File: src/rtl/outbox_fifo.sv
// OUTBOX buffer between the control unit and an external consumer: captures R on
// each wO strobe, drains first-word-fall-through over valid/ready, back-pressures the CU.
module outbox_fifo #(
   parameter int DATA_W = 8,
   parameter int DEPTH  = 8
) (
   input  logic                   clk,
   input  logic                   i_rst_n,
   input  logic                   wO,
   input  logic [DATA_W-1:0]      data_in,
   input  logic                   clear,
   output logic                   outFull,
   output logic [DATA_W-1:0]      o_data,
   output logic                   o_valid,
   input  logic                   i_ready,
   output logic [$clog2(DEPTH):0] o_count,
   output logic                   o_overflow
);

   localparam int PTR_W = $clog2(DEPTH);
   localparam int CNT_W = PTR_W + 1;
   localparam logic [CNT_W-1:0] FULL_CNT = CNT_W'(DEPTH);

   logic [DATA_W-1:0] mem [DEPTH];
   logic [PTR_W-1:0]  wr_ptr;
   logic [PTR_W-1:0]  rd_ptr;
   logic [CNT_W-1:0]  count;
   logic              push;
   logic              pop;

   // Flags decode the registered count only, so the CU never sees a path from its own wO.
   assign outFull = (count == FULL_CNT);
   assign o_valid = (count != '0);
   assign o_count = count;

   // clear outranks both events; a wO alongside it is simply dropped.
   assign push = wO & ~outFull & ~clear;
   assign pop  = o_valid & i_ready & ~clear;

   assign o_data = o_valid ? mem[rd_ptr] : '0;

   // NOTE: state registers use non-blocking assignments so every flop samples pre-edge values.
   always_ff @(posedge clk or negedge i_rst_n) begin
      if (!i_rst_n) begin
         wr_ptr     <= '0;
         rd_ptr     <= '0;
         count      <= '0;
         o_overflow <= 1'b0;
      end else if (clear) begin
         wr_ptr     <= '0;
         rd_ptr     <= '0;
         count      <= '0;
         o_overflow <= 1'b0;
      end else begin
         if (push) wr_ptr <= wr_ptr + PTR_W'(1);
         if (pop)  rd_ptr <= rd_ptr + PTR_W'(1);
         if (wO && outFull) o_overflow <= 1'b1;
         case ({push, pop})
            2'b10:   count <= count + CNT_W'(1);
            2'b01:   count <= count - CNT_W'(1);
            default: count <= count;
         endcase
      end
   end

   // NOTE: storage is deliberately not reset; o_data is masked by o_valid, so stale entries are invisible.
   always_ff @(posedge clk) begin
      if (push) mem[wr_ptr] <= data_in;
   end

endmodule

File: config.mk
export PLATFORM = sky130hd
export DESIGN_NAME = outbox_fifo
export DESIGN_NICKNAME = d
export VERILOG_FILES = /design/src/rtl/outbox_fifo.sv
export SDC_FILE = /design/constraint.sdc
export NUM_CORES = 1
export LEC_CHECK = 0
export CORE_AREA = 3 3 100 102
export CTS_BUF_LIST = sky130_fd_sc_hd__clkbuf_8 sky130_fd_sc_hd__clkbuf_16
export CTS_CLUSTER_SIZE = 24
export DETAILED_ROUTE_END_ITERATION = 16
export DIE_AREA = 0 0 103 105
export GPL_ROUTABILITY_DRIVEN = 1
export HOLD_SLACK_MARGIN = 0.15
export PLACE_DENSITY = 0.52
export SETUP_SLACK_MARGIN = 0.1
export SYNTH_ARGS = -nofsm -noshare
export SYNTH_HDL_FRONTEND = slang
export SYNTH_SLANG_ARGS = --single-unit
File: constraint.sdc
create_clock -name clk -period 3.2 [get_ports clk]
set_input_delay 0.64 -clock clk [delete_from_list [all_inputs] [get_ports clk]]
set_output_delay 0.64 -clock clk [all_outputs]
set_load 0.01 [all_outputs]
==> results of run 1 <==
-- per-stage QoR --
stage | cells | power, W
2_1_floorplan | 186 | 0.00190
3_3_place_gp | 333 | 0.00233
3_5_place_dp | 333 | 0.00233
4_1_cts | 349 | 0.00290
5_1_grt | 349 | 0.00304
6_report | 349 | 0.00284
-- sequential cells by signal (all words and copies together), names as in the netlist --
register	count
mem	64
o_count	4
o_overflow	1
rd_ptr	3
wr_ptr	3
-- per-layer routing --
| metal | global-route usage, % | vias up | wire length [microns] |
|---|---|---|---|
| met1 | 16.2 | 865 | 2770 |
| met4 | 3.89 | 0 | 31 |
| met2 | 18.8 | 30 | 2990 |
| met5 | 0 | - | 0 |
| met3 | 4.41 | 2 | 284 |
| li1 | - | 816 | - |
-- cell usage in the layout, fill, tap and decap left out, drive strengths merged, types with 7 or more instances in the layout --
| cell | n |
|---|---|
| mux2i | 9 |
| inv | 7 |
| nor2 | 25 |
| clkdlybuf4s50 | 27 |
| clkbuf | 9 |
| edfxtp | 64 |
| dfrtp | 11 |
| mux4 | 16 |
| buf | 20 |
-- path summary, 6_finish.rpt --
| check | slack (ps) | startpoint | depth (start not counted) | to |
|---|---|---|---|---|
| hold / removal | 500 | o_overflow$_DFFE_PN0P_ | 2 | o_overflow$_DFFE_PN0P_ |
| hold reg to reg | 500 | o_overflow$_DFFE_PN0P_ | 2 | o_overflow$_DFFE_PN0P_ |
| max in group asynchronous | 2190 | i_rst_n | 1 | o_count[0]$_DFFE_PN0P_ |
| setup / recovery | 320 | rd_ptr[0]$_DFFE_PN0P_ | 5 | o_data[3] |
| setup reg to reg | 480 | o_count[0]$_DFFE_PN0P_ | 7 | o_count[3]$_DFFE_PN0P_ |
| min in group asynchronous | 650 | i_rst_n | 1 | o_overflow$_DFFE_PN0P_ |
-- cell type report --
cell class | count | area, sq um
clock buffers | 9 | 124
clock inverters | 7 | 27.5
fillers | 858 | 5330
inverters | 2 | 7.51
multi-input cells | 98 | 938
flip-flops and latches | 75 | 2200
well taps | 111 | 139
repair buffers | 47 | 433
-- worst max-delay path: cells and delay by family, from the launching register on --
family	cells	cell delay [ps]
buf+inv	2	690
flops	1	430
mux	2	720
simple gates	1	60
-- cell families (layout without fill, tap and decap cells) --
group | count (synthesis) | in the layout | share of synthesized area [%]
xor+xnor | 9 | 9 | 2.46
fa+ha+maj | 4 | 4 | 1.56
simple gates | 45 | 45 | 7.34
compound gates | 13 | 13 | 3.16
mux | 27 | 27 | 14.8
flops | 75 | 75 | 68.6
buf+inv | 13 | 65 | 2.11
-- power groups by stage --
stage	clock network (W)	registers (W)	logic [W]
after detailed placement	0	0.00123	0.00110
after CTS	0.000586	0.00121	0.00111
after floorplan	0	0.00120	0.000694
final	0.000562	0.00121	0.00107
after global routing	0.000643	0.00122	0.00118
after global placement	0	0.00123	0.00110
==> summary.md, run 1 <==
| Metric | Value |
|---|---|
| Status | `complete, no violations` |
| Die X | `103 microns` |
| Sequential power share | `42.5%` |
| Root buffer cell | `clkbuf_8` |
| Synth Net Count | `203` |
| #FFs+latches synth | `75` |
| Share of cells above drive strength 1 | `23.5%` |
| Area of the mapped netlist | `0.00320 sq mm` |
| Final ANT Viol Nets | `0` |
| Via count | `1713` |
| Largest net degree at the start of global routing | `17` |
| CTS Buf Count | `9` |
| DRC Markers | `0` |
| Critical path class | `flip-flop to output pin` |
| Worst path cell trace | `buf_12, mux4_2, mux2i_1, nor2_1, clkdlybuf4s50_1` |
| Clock power share | `19.8%` |
| Drt pass-1 iters | `4` |
| GRT Overall Usage | `12.3%` |
| Critical Path RT | `2560 ps` |
| Setup_tns | `0 ps` |
| Maximum fanout along the worst path | `16` |
| GRT overflow | `0` |
| Core Region | `0.00920 sq mm` |
| Post-CTS setup buffers | `0` |
| Synthesis-to-finish area growth | `20.7%` |
| Synth cell types | `40` |
| Slowest-stage cell, CP | `mux4_2` |
| Worst Tran Pin Value | `699 ps` |
| Post-synthesis sequential area ratio | `68.6%` |
| Max-cap viol count | `0` |
| Initial antenna violation count | `0` |
| Port Buf Inserts | `27` |
| DP Wirelength | `4.20 mm` |
| Switching share of total power | `30.6%` |
| Synth area leaders | `edfxtp_1, mux4_2, dfrtp_1` |
| Design Area, Final | `0.00387 sq mm` |
| HP Class | `flip-flop to flip-flop` |
| Largest stage delay on the critical path | `520 ps` |
| Io pins | `28` |
| Pins Over Slew Limit | `0` |
| Pre-CTS setup slack | `378 ps` |
| Fmax | `347 MHz` |
| Cell taking the most area after synthesis | `edfxtp_1` |
| Worst setup EP type | `output pin` |
| Tmin final | `2880 ps` |
| Cts repair resizes | `0` |
| Cell with the most instances after synthesis | `edfxtp_1` |
| Die height | `105 microns` |
| Ant diodes | `0` |
| Leakage | `1.34 nW` |
| Commonest cells post-synth | `edfxtp_1, nor2_1, mux4_2` |
| Via density | `4.91` |
| CP arrival | `2240 ps` |
| Vias in the first global route | `1771` |
| Worst setup SP type | `flip-flop` |
| Worst hold margin | `502 ps` |
| CTS tree | `built` |
| Final nets | `250` |
| Initial core utilization | `34.8%` |
| First-pass GRT wire length | `9.60 mm` |
| Slew headroom | `52.8%` |
| Register clock-pin slew on the reported worst setup and hold paths | `60 ps` |
| Post-layout util | `42.0%` |
| Initial drt markers | `72` |
| Post-Route WL | `6.07 mm` |
| Row Count | `35` |
| Final setup vio count | `0` |
| Skew-Pair Late Insertion Delay | `340 ps` |
| Gate count of the mapped netlist | `186` |
| # H-tree levels | `3` |
| Clk_skew | `10.7 ps` |
| Logic pwr share | `37.8%` |
| Main synth FF type | `edfxtp_1` |
| Share of the synthesized area in the top cell type | `60.0%` |
| Post-synth EDFFs | `64` |
| Final Cycle Share | `90.0%` |
| VDD IR max | `0.326 mV` |
| Max Root-Sink Buffers | `2` |
| RSZ-0062 raised after global routing | `no` |
| Syn. warnings | `0` |
| Async S/R FF share, synth | `14.7%` |
| Clk sink count | `75` |
| Min setup slack post-route | `320 ps` |
| Internal power | `0.00197 W` |
| CTS Hold Bufs | `0` |
| Die ar. | `0.0108 sq mm` |
| Average wire per standard cell | `17.4 microns` |
| Cell Area, Placed | `0.00371 sq mm` |
| Syn avg cell area | `17.2 sq um` |
| PwrDens | `735 mW/mm^2` |
| Hold Vio Cnt, Final | `0` |
| Routability cong. | `0.713` |
| Sw power | `0.000870 W` |
(Power assumes the default switching activity.)
==> run 2: changes to the inputs <==
- DONT_BUFFER_PORTS: not set -> 1
- PLACE_DENSITY: 0.52 -> 0.48
==> run 2 against run 1 <==
Compared with the run above: power rose by 1.3%; sequential power about the same; first-iteration DRC count rose by 2.8%; worst hold slack lost 140 ps; maximum frequency rose by 1.9%; critical endpoint is now o_count[3]$_DFFE_PN0P_.
==> summary.md, run 2 (synthesis gave the netlist of run 1 again) <==
| Metric | Value |
|---|---|
| HP Class | `input port to flip-flop` |
| Leakage | `1.21 nW (-9.7%)` |
| Io pins | `28 (unchanged)` |
| Routability cong. | `0.814 (+14%)` |
| Ant diodes | `0 (unchanged)` |
| Maximum fanout along the worst path | `11 (-5)` |
| Synthesis-to-finish area growth | `12.6%` |
| Final ANT Viol Nets | `0 (unchanged)` |
| Commonest non-fill, non-tap cells in the layout | `edfxtp_1, nor2_1, mux4_2, dfrtp_1, buf_4` |
| # H-tree levels | `3 (unchanged)` |
| Final nets | `214 (-14%)` |
| Via density | `5.29 (+7.8%)` |
| Row Count | `35 (unchanged)` |
| Share of cells above drive strength 1 | `25.7% (+2.2 points)` |
| Slew headroom | `49.7% (-3.0 points)` |
| Critical path class | `flip-flop to flip-flop` |
| Critical Path RT | `3420 ps (+860 ps)` |
| DP Cell Count | `296 (-11%)` |
| Worst path cell trace | `o41ai_1, a21oi_2, nor2b_2, ha_1, a31oi_1, a2bb2oi_2, mux2_1` |
| Skew-Pair Late Insertion Delay | `340 ps (about the same)` |
| Post-CTS setup buffers | `0 (unchanged)` |
| CP Buf/Inv Count | `0 (-2)` |
| CP arrival | `3050 ps (+810 ps)` |
| Initial core utilization | `34.8% (unchanged)` |
| Slowest-stage cell, CP | `o41ai_1` |
| Clk_skew | `7.65 ps (-3.06 ps)` |
| Tmin final | `2830 ps (-54.5 ps)` |
| Max Root-Sink Buffers | `2 (unchanged)` |
| Cell family contributing the most delay on the critical path | `compound AO/OA/AOI/OAI gates` |
| Max reg flops | `64 (unchanged)` |
| Final Cycle Share | `88.3% (-1.7 points)` |
| DP Wirelength | `4.18 mm (-0.52%)` |
| Die X | `103 microns (unchanged)` |
| Register clock-pin slew on the reported worst setup and hold paths | `80 ps (+20 ps)` |
| Top reg by flops | `mem` |
| Post-Route WL | `6.40 mm (+5.4%)` |
| DRC Markers | `0 (unchanged)` |
| Status | `complete, no violations` |
| Worst Tran Pin Value | `744 ps (+45.1 ps)` |
| Pins Over Slew Limit | `0 (unchanged)` |
| Initial drt markers | `74 (+2.8%)` |
| Core Region | `0.00920 sq mm (unchanged)` |
| Initial antenna violation count | `0 (unchanged)` |
| Via count | `1656 (-3.3%)` |
| GRT overflow | `0 (unchanged)` |
| Final setup vio count | `0 (unchanged)` |
| Largest net degree at the start of global routing | `17 (unchanged)` |
| Root buffer cell | `clkbuf_8` |
| Average wire per standard cell | `20.5 microns (+18%)` |
| Clk sink count | `75 (unchanged)` |
| Max-cap viol count | `0 (unchanged)` |
| CTS tree | `built` |
| Final std cells w/o fill | `313 (-10%)` |
| RSZ-0062 raised after global routing | `no` |
| Fmax | `354 MHz (+1.9%)` |
| Largest stage delay on the critical path | `780 ps (+260 ps)` |
| Die height | `105 microns (unchanged)` |
| PwrDens | `799 mW/mm^2 (+8.6%)` |
| Die ar. | `0.0108 sq mm (unchanged)` |
| Worst setup SP type | `flip-flop` |
| Hold Vio Cnt, Final | `0 (unchanged)` |
| First-pass GRT wire length | `10.1 mm (+5.5%)` |
| Setup_tns | `0 ps (unchanged)` |
| Pwr Total | `0.00288 W (+1.3%)` |
| Drt pass-1 iters | `4 (unchanged)` |
| Vias in the first global route | `1821 (+2.8%)` |
| Worst setup EP type | `flip-flop` |
| GRT Overall Usage | `13.0% (+0.70 points)` |
| Most common cell after layout, fill and taps aside | `edfxtp_1` |
| Port Buf Inserts | `0 (-100%)` |
| CTS Buf Count | `9 (unchanged)` |
| VDD IR max | `0.398 mV (+22%)` |
## run 2: cell count changes in the layout (fill, tap and decap cells not counted), sizes merged, moves of 3 or more
cell,before,now
bufinv,0,3
buf,20,10
inv,7,2
clkdlybuf4s50,27,0
## run 2: report_power, final
group	internal [W]	leakage [nW]	total, W	switching [W]
clock network	0.000516	0.119	0.000854	0.000338
registers	0.00113	0.727	0.00123	0.000109
logic	0.000350	0.368	0.000791	0.000442
## run 2: repair_timing
item | in CTS | in global routing
endpoints found under the hold margin | 11 | 0
resized for setup | 0 | 0
setup endpoints to repair | 0 | 0
hold buffers | 1 | 0
## run 2: worst paths after layout
path	from	to	slack [ps]	depth (start not counted)
hold / removal	clear	rd_ptr[0]$_DFFE_PN0P_	360	1
setup / recovery	o_count[1]$_DFFE_PN0P_	o_count[3]$_DFFE_PN0P_	370	7
hold reg to reg	o_overflow$_DFFE_PN0P_	o_overflow$_DFFE_PN0P_	580	2
setup reg to reg	o_count[1]$_DFFE_PN0P_	o_count[3]$_DFFE_PN0P_	370	7
max in group asynchronous	i_rst_n	wr_ptr[2]$_DFFE_PN0P_	2120	1
min in group asynchronous	i_rst_n	o_count[2]$_DFFE_PN0P_	720	1
## run 2: routing by layer
metal	part of all wire, %	vias to the layer above	global-route usage [%]
li1	-	742	-
met1	43	873	17.1
met2	51	35	20.2
met3	4.3	6	4.41
met4	1.3	0	3.98
met5	0	-	0
## run 2: final cells by class
class	instances	area, sq um
clock inverters	7	116
multi-input cells	98	938
flip-flops and latches	75	2200
well taps	111	139
fillers	848	5590
repair buffers	11	85.1
inverters	2	7.51
clock buffers	9	124
## run 2: stage by stage
step | instance area (sq um) | utilization (%) | setup WS, ps | hold slack, ps
2_1_floorplan | 3200 | - | 651 | 344
3_5_place_dp | 3360 | 36.5 | 369 | 345
4_1_cts | 3610 | 39.2 | 351 | 346
6_report | 3610 | 39.2 | 375 | 358
3_3_place_gp | 3360 | 36.5 | 560 | 345
5_1_grt | 3610 | 39.2 | 215 | 333
## run 2: worst register-to-register path, cell delays in order, from the launching register on
cell and delay, ps:
dfrtp_1 530, o41ai_1 780, a21oi_2 100, nor2b_2 210, ha_1 350, a31oi_1 230, a2bb2oi_2 180, mux2_1 330
==> run 3: changes to the inputs <==
- CORE_AREA: 3 3 100 102 -> 2 2 81 83
- DIE_AREA: 0 0 103 105 -> 0 0 83 85
- PLACE_DENSITY: 0.48 -> 0.67
==> run 3 against run 2 <==
Compared with the run above: register-to-register slack got worse by 30 ps; clock power shrank 16%; global-route usage rose by 5.3 points; first-iteration DRC count increased by 99%; maximum frequency decreased by 0.93%; critical endpoint unchanged.
==> summary.md, run 3 (synthesis gave the netlist of run 1 again) <==
| Metric | Value |
|---|---|
| Fmax | `351 MHz (-0.93%)` |
| CTS tree | `built` |
| Pwr Total | `0.00273 W (-5.3%)` |
| Max Root-Sink Buffers | `2 (unchanged)` |
| Critical path class | `flip-flop to flip-flop` |
| Leakage | `1.19 nW (-2.0%)` |
| R2r endpoint | `o_count[3]$_DFFE_PN0P_` |
| Register clock-pin slew on the reported worst setup and hold paths | `80 ps (about the same)` |
| First-pass GRT wire length | `9.51 mm (-6.1%)` |
| Io pins | `28 (unchanged)` |
| Critical Path RT | `3420 ps (about the same)` |
| Clk_skew | `9.36 ps (+1.71 ps)` |
| Share of cells above drive strength 1 | `25.2% (-0.50 points)` |
| HP Class | `input port to flip-flop` |
| Fillcell total | `455 (-46%)` |
| DP Wirelength | `3.82 mm (-8.7%)` |
| Port Buf Inserts | `0 (unchanged)` |
| Synthesis-to-finish area growth | `10.0%` |
| Sequential power share | `45.6% (+2.7 points)` |
| Ant diodes | `0 (unchanged)` |
| Largest stage delay on the critical path | `780 ps (about the same)` |
| Drt pass-1 iters | `4 (unchanged)` |
| Cell Area, Placed | `0.00331 sq mm (-1.3%)` |
| VDD IR max | `0.387 mV (-2.8%)` |
| Worst path cell trace | `o41ai_1, a21oi_2, nor2b_2, ha_1, a31oi_1, a2bb2oi_2, mux2_1` |
| Commonest non-fill, non-tap cells in the layout | `edfxtp_1, nor2_1, mux4_2, dfrtp_1, buf_4` |
| # H-tree levels | `3 (unchanged)` |
| Slowest-stage cell, CP | `o41ai_1` |
| Initial core utilization | `51.6% (+17 points)` |
| Via density | `5.81 (+9.7%)` |
| Worst setup SP type | `flip-flop` |
| Design Area, Final | `0.00352 sq mm (-2.3%)` |
| Post-CTS setup buffers | `0 (unchanged)` |
| Crit path launch | `o_count[1]$_DFFE_PN0P_` |
| CP arrival | `3070 ps (+20 ps)` |
| R2R Setup Slk | `350 ps (-30 ps)` |
| Clock power share | `26.3% (-3.4 points)` |
| Die ar. | `0.00706 sq mm (-35%)` |
| DRC Markers | `0 (unchanged)` |
| RR Startpoint | `o_count[1]$_DFFE_PN0P_` |
| Die X | `83 microns (-19%)` |
| Worst Tran Pin Value | `842 ps (+98.2 ps)` |
| Max-cap viol count | `0 (unchanged)` |
| Hold Vio Cnt, Final | `0 (unchanged)` |
| Root buffer cell | `clkbuf_8` |
| Status | `complete, no violations` |
| Average wire per standard cell | `20.8 microns (+1.6%)` |
| Post-Route WL | `5.80 mm (-9.4%)` |
| Routability cong. | `0.760 (-6.7%)` |
| Core Region | `0.00620 sq mm (-33%)` |
| GRT Overall Usage | `18.3% (+5.3 points)` |
| Seq. cell area | `0.00220 sq mm (unchanged)` |
| Row Count | `29 (-17%)` |
| Tmin final | `2850 ps (+26.5 ps)` |
| Clk sink count | `75 (unchanged)` |
| Switching share of total power | `32.5% (+1.7 points)` |
| Worst hold margin | `359 ps (+0.537 ps)` |
| Maximum fanout along the worst path | `11 (unchanged)` |
| Internal power | `0.00184 W (-7.6%)` |
| Final setup vio count | `0 (unchanged)` |
| CTS Buf Count | `9 (unchanged)` |
| Logic pwr share | `28.1% (+0.6 points)` |
| RSZ-0062 raised after global routing | `no` |
| Vias in the first global route | `1769 (-2.9%)` |
| Final std cells w/o fill | `279 (-11%)` |
| Most common cell after layout, fill and taps aside | `edfxtp_1` |
| Pins Over Slew Limit | `0 (unchanged)` |
| Final nets | `214 (unchanged)` |
| Final Cycle Share | `89.1% (+0.83 points)` |
| Initial drt markers | `147 (+99%)` |
| GRT overflow | `0 (unchanged)` |
| Max reg flops | `64 (unchanged)` |
| DP Cell Count | `262 (-11%)` |
| Die height | `85 microns (-19%)` |
| Worst setup EP type | `flip-flop` |
| Sw power | `0.000887 W (-0.22%)` |
| Multi-input logic area | `938 sq um (unchanged)` |
| Top reg by flops | `mem` |
| Initial antenna violation count | `0 (unchanged)` |
| Largest net degree at the start of global routing | `19 (+2)` |
| Setup_tns | `0 ps (unchanged)` |
| Skew-Pair Late Insertion Delay | `340 ps (about the same)` |
| Slew headroom | `43.6% (-6.1 points)` |
| Final ANT Viol Nets | `0 (unchanged)` |
| CP endpoint | `o_count[3]$_DFFE_PN0P_` |
| Via count | `1620 (-2.2%)` |
| PwrDens | `774 mW/mm^2 (-3.1%)` |
| Worst reg2reg path depth | `7 (unchanged)` |
[run 3: changes by cell type in the layout (fill, tap and decap cells not counted), sizes merged]
| cell | before | now |
|---|---|---|
| inv | 2 | 5 |
| bufinv | 3 | 1 |
| clkinv | 3 | 1 |
| clkinvlp | 1 | 2 |
[run 3: worst min path at each step]
stage                  from                endpoint  slack (ps)  depth (start not counted)
global placement    i_rst_n  o_overflow$_DFFE_PN0P_         340                          0
global route          clear   wr_ptr[1]$_DFFE_PN0P_         340                          1
CTS                   clear   wr_ptr[1]$_DFFE_PN0P_         340                          1
detailed placement  i_rst_n   wr_ptr[0]$_DFFE_PN0P_         340                          0
floorplan           i_rst_n  o_count[0]$_DFFE_PN0P_         340                          0
finish                clear   rd_ptr[1]$_DFFE_PN0P_         360                          1
[run 3: cell type report]
cell class / instances / share of cell area (%)
Clock buffer: 9 / 3.52
Sequential cell: 75 / 62.4
Clock inverter: 7 / 2.13
Timing Repair Buffer: 11 / 2.41
Multi-Input combinational cell: 98 / 26.6
Tap cell: 77 / 2.73
Inverter: 2 / 0.213
[run 3: repair_timing]
item                                    CTS  global route
hold buffers                              1             0
hold endpoints to repair                 11             0
endpoints found under the setup margin    0             0
gates resized for setup                   0             0
[run 3: power by group through the flow]
stage | combinational [W] | clock [W] | sequential (W)
after floorplan | 0.000694 | 0 | 0.00120
after global placement | 0.000743 | 0 | 0.00126
after detailed placement | 0.000772 | 0 | 0.00126
after CTS | 0.000778 | 0.000733 | 0.00124
after global routing | 0.000846 | 0.000778 | 0.00126
final | 0.000767 | 0.000716 | 0.00124
[run 3: worst max-delay path: cells and delay by family (launching register included)]
| family | cells | cell delay (ps) |
|---|---|---|
| AO/OA/AOI/OAI | 4 | 1320 |
| adder cells (fa/ha/maj) | 1 | 340 |
| flip-flops | 1 | 530 |
| multiplexers | 1 | 330 |
| AND/OR/NAND/NOR | 1 | 210 |
[run 3: metal layers]
layer,global-route usage (%),vias up,wire length (microns)
met3,4.57,11,266
met2,30.0,41,2900
met1,22.5,824,2510
met4,10.1,0,129
met5,0,-,0
li1,-,744,-
[run 3: through the flow]
stage	utilization, %	setup slack [ps]
floorplan	-	651
CTS	56.8	364
global route	56.8	206
detailed placement	53.4	384
finish	56.8	348
global placement	53.4	574
==> edit, RTL diff (config.mk and constraints of run 3) <==
Make the reset (`i_rst_n`) synchronous in one clocked block.
--- a/src/rtl/outbox_fifo.sv
+++ b/src/rtl/outbox_fifo.sv
@@ -42,3 +42,3 @@
    // NOTE: state registers use non-blocking assignments so every flop samples pre-edge values.
-   always_ff @(posedge clk or negedge i_rst_n) begin
+   always_ff @(posedge clk) begin
       if (!i_rst_n) begin
Function: differs if i_rst_n is asserted again (counterexample within 4 cycles, from zero or initial values and one cycle with i_rst_n low); with i_rst_n held inactive, the same outputs for 10 cycles.
==> edit against run 3 <==
Setup slack gained 0.16 ns. Die area is the same. Non-clock buffer count down 1. Maximum frequency grew 6.0%. Wire length decreased by 3.1%. Cell count is the same. Final area shrank 1.4%. Synthesized area about the same. Sequential share of layout area grew 1.0 points. Via count decreased by 1.3%. Critical path depth up 3. Sequential cell count increased by 3. Critical endpoint is now o_count[2]$_SDFFE_PP0P_.
Power is not compared: it rests on default switching activity, and its combinational part moved more than twofold at a synthesized area within 25%.
==> edit: results (changes against run 3) <==
global_route:
  grt_antenna_before_repair: 0  # unchanged
  grt_pass1_vias: 1741  # -1.6%
  grtUsageTotal: 0.174  # -0.00861
  grt_pass1_wl_mm: 8.85  # -6.9%
  grt_max_degree: 17  # -2
worst_setup_path:
  slowest_stage: "or4b_4"
  r2r-start: "o_count[1]$_SDFFE_PP0P_"
  endpoint: "o_count[2]$_SDFFE_PP0P_"
  cp_max_fo: 8  # -3
  r2r_setup_slack_ns: 0.51  # +0.16 ns
  r2r_cells: 10  # +3
  cpPeakStageDelay_ns: 0.65  # -0.13 ns
  worst-endpoint-arrival_ns: 2.95  # -0.12 ns
min_path:
  hold_start: "data_in[3]"
timing:
  skew_ns: 0.00412  # -0.00524 ns
  tightest_slew_ns: 0.780  # -0.0629 ns
routing:
  drt-initial-drc-count: 87  # -41%
  wl_per_cell_microns: 20.1  # -3.1%
  avgViaCountPerCell: 5.73  # -1.3%
  routed_wl_mm: 5.62  # -3.1%
  drt_pass1_iterations: 6  # +2
outcome:
  outcome: "finished clean"
place:
  hpwl_mm: 3.74  # -2.0%
  placed_cells: 264  # +0.76%
  gp_congestion: 0.704  # -7.4%
cells_and_area:
  drive_gt1_frac: 0.243  # -0.00990
  fill_cells: 475  # +4.4%
  nets: 216  # +0.93%
synth:
  synth_edf_count: 64  # unchanged
  synth_cells: 185  # -0.54%
  yosysSeqAreaShare: 0.687  # +0.00129
  synth-async-reset-ratio: 0  # -0.147
  synthTopCellsByCount: "64 x edfxtp_1, 23 x nor2_1, 16 x mux4_2, 14 x dfxtp_1, 10 x mux2i_1"
  ys_types: 34  # -15%
  ys_top_cells_by_area: "edfxtp_1 60%, mux4_2 11%, dfxtp_1 8.7%"
clock_tree:
  post_cts_buffers: 0  # unchanged
edit: cell families (layout without fill, tap and decap cells):
logic type / count (synthesis) / in the layout / share of synthesized area
flip-flops: 78 / 78 / 0.687
XOR/XNOR: 7 / 7 / 0.0215
multiplexers: 26 / 26 / 0.144
buffers and inverters: 10 / 27 / 0.0187
adder cells (fa/ha/maj): 5 / 5 / 0.0195
AO/OA/AOI/OAI: 9 / 9 / 0.0176
AND/OR/NAND/NOR: 50 / 50 / 0.0918
edit: worst min path at each step:
stage | to | slack [ns] | cells past startpoint
2_1_floorplan | flip-flop | 0.46 | 2
3_3_place_gp | rd_ptr[1]$_SDFFE_PP0P_ | 0.48 | 2
3_5_place_dp | flip-flop | 0.50 | 2
4_1_cts | mem[0][6]$_DFFE_PP_ | 0.38 | 0
5_1_grt | mem[0][6]$_DFFE_PP_ | 0.37 | 0
6_report | mem[4][3]$_DFFE_PP_ | 0.40 | 0
edit: area by class of cell:
type                    count  area, sq um  area share
multi-input cells          97          942       0.271
inverters                   2         10.0     0.00288
well taps                  77         96.3      0.0277
clock buffers               9          124      0.0357
repair buffers             10         75.1      0.0216
clock inverters             6         23.8     0.00684
flip-flops and latches     78         2200       0.634
edit: metrics by stage:
stage / setup slack [ns] / hold WS (ns) / cell area [sq um] / util / power, mW
2_1_floorplan: 0.728 / 0.459 / 3200 / - / 1.17
3_3_place_gp: 0.641 / 0.477 / 3330 / 0.536 / 1.18
3_5_place_dp: 0.541 / 0.504 / 3330 / 0.536 / 1.19
4_1_cts: 0.504 / 0.377 / 3470 / 0.560 / 1.76
5_1_grt: 0.327 / 0.370 / 3470 / 0.560 / 1.80
6_report: 0.510 / 0.397 / 3470 / 0.560 / 1.74
edit: layer usage:
| layer | up-vias | wire (microns) | GRT usage |
|---|---|---|---|
| li1 | 737 | - | - |
| met1 | 815 | 2360 | 0.206 |
| met2 | 36 | 2860 | 0.293 |
| met3 | 11 | 239 | 0.0389 |
| met4 | 0 | 163 | 0.106 |
| met5 | - | 0 | 0 |
edit: power breakdown:
part           switching (mW)  internal, mW  total [mW]  leakage [nW]
clock                   0.310         0.262       0.572        0.0877
sequential            0.00562          1.11        1.11         0.691
combinational          0.0295        0.0224      0.0519         0.349
edit: worst max-delay path: cells and delay by family (launching register included):
family                     cells  cell delay [ns]
AOI/OAI and AO/OA              2             0.19
xor gates and xnor gates       2             0.36
and+or+nand+nor                4             1.19
DFF                            1             0.44
adders and majority gates      2             0.43
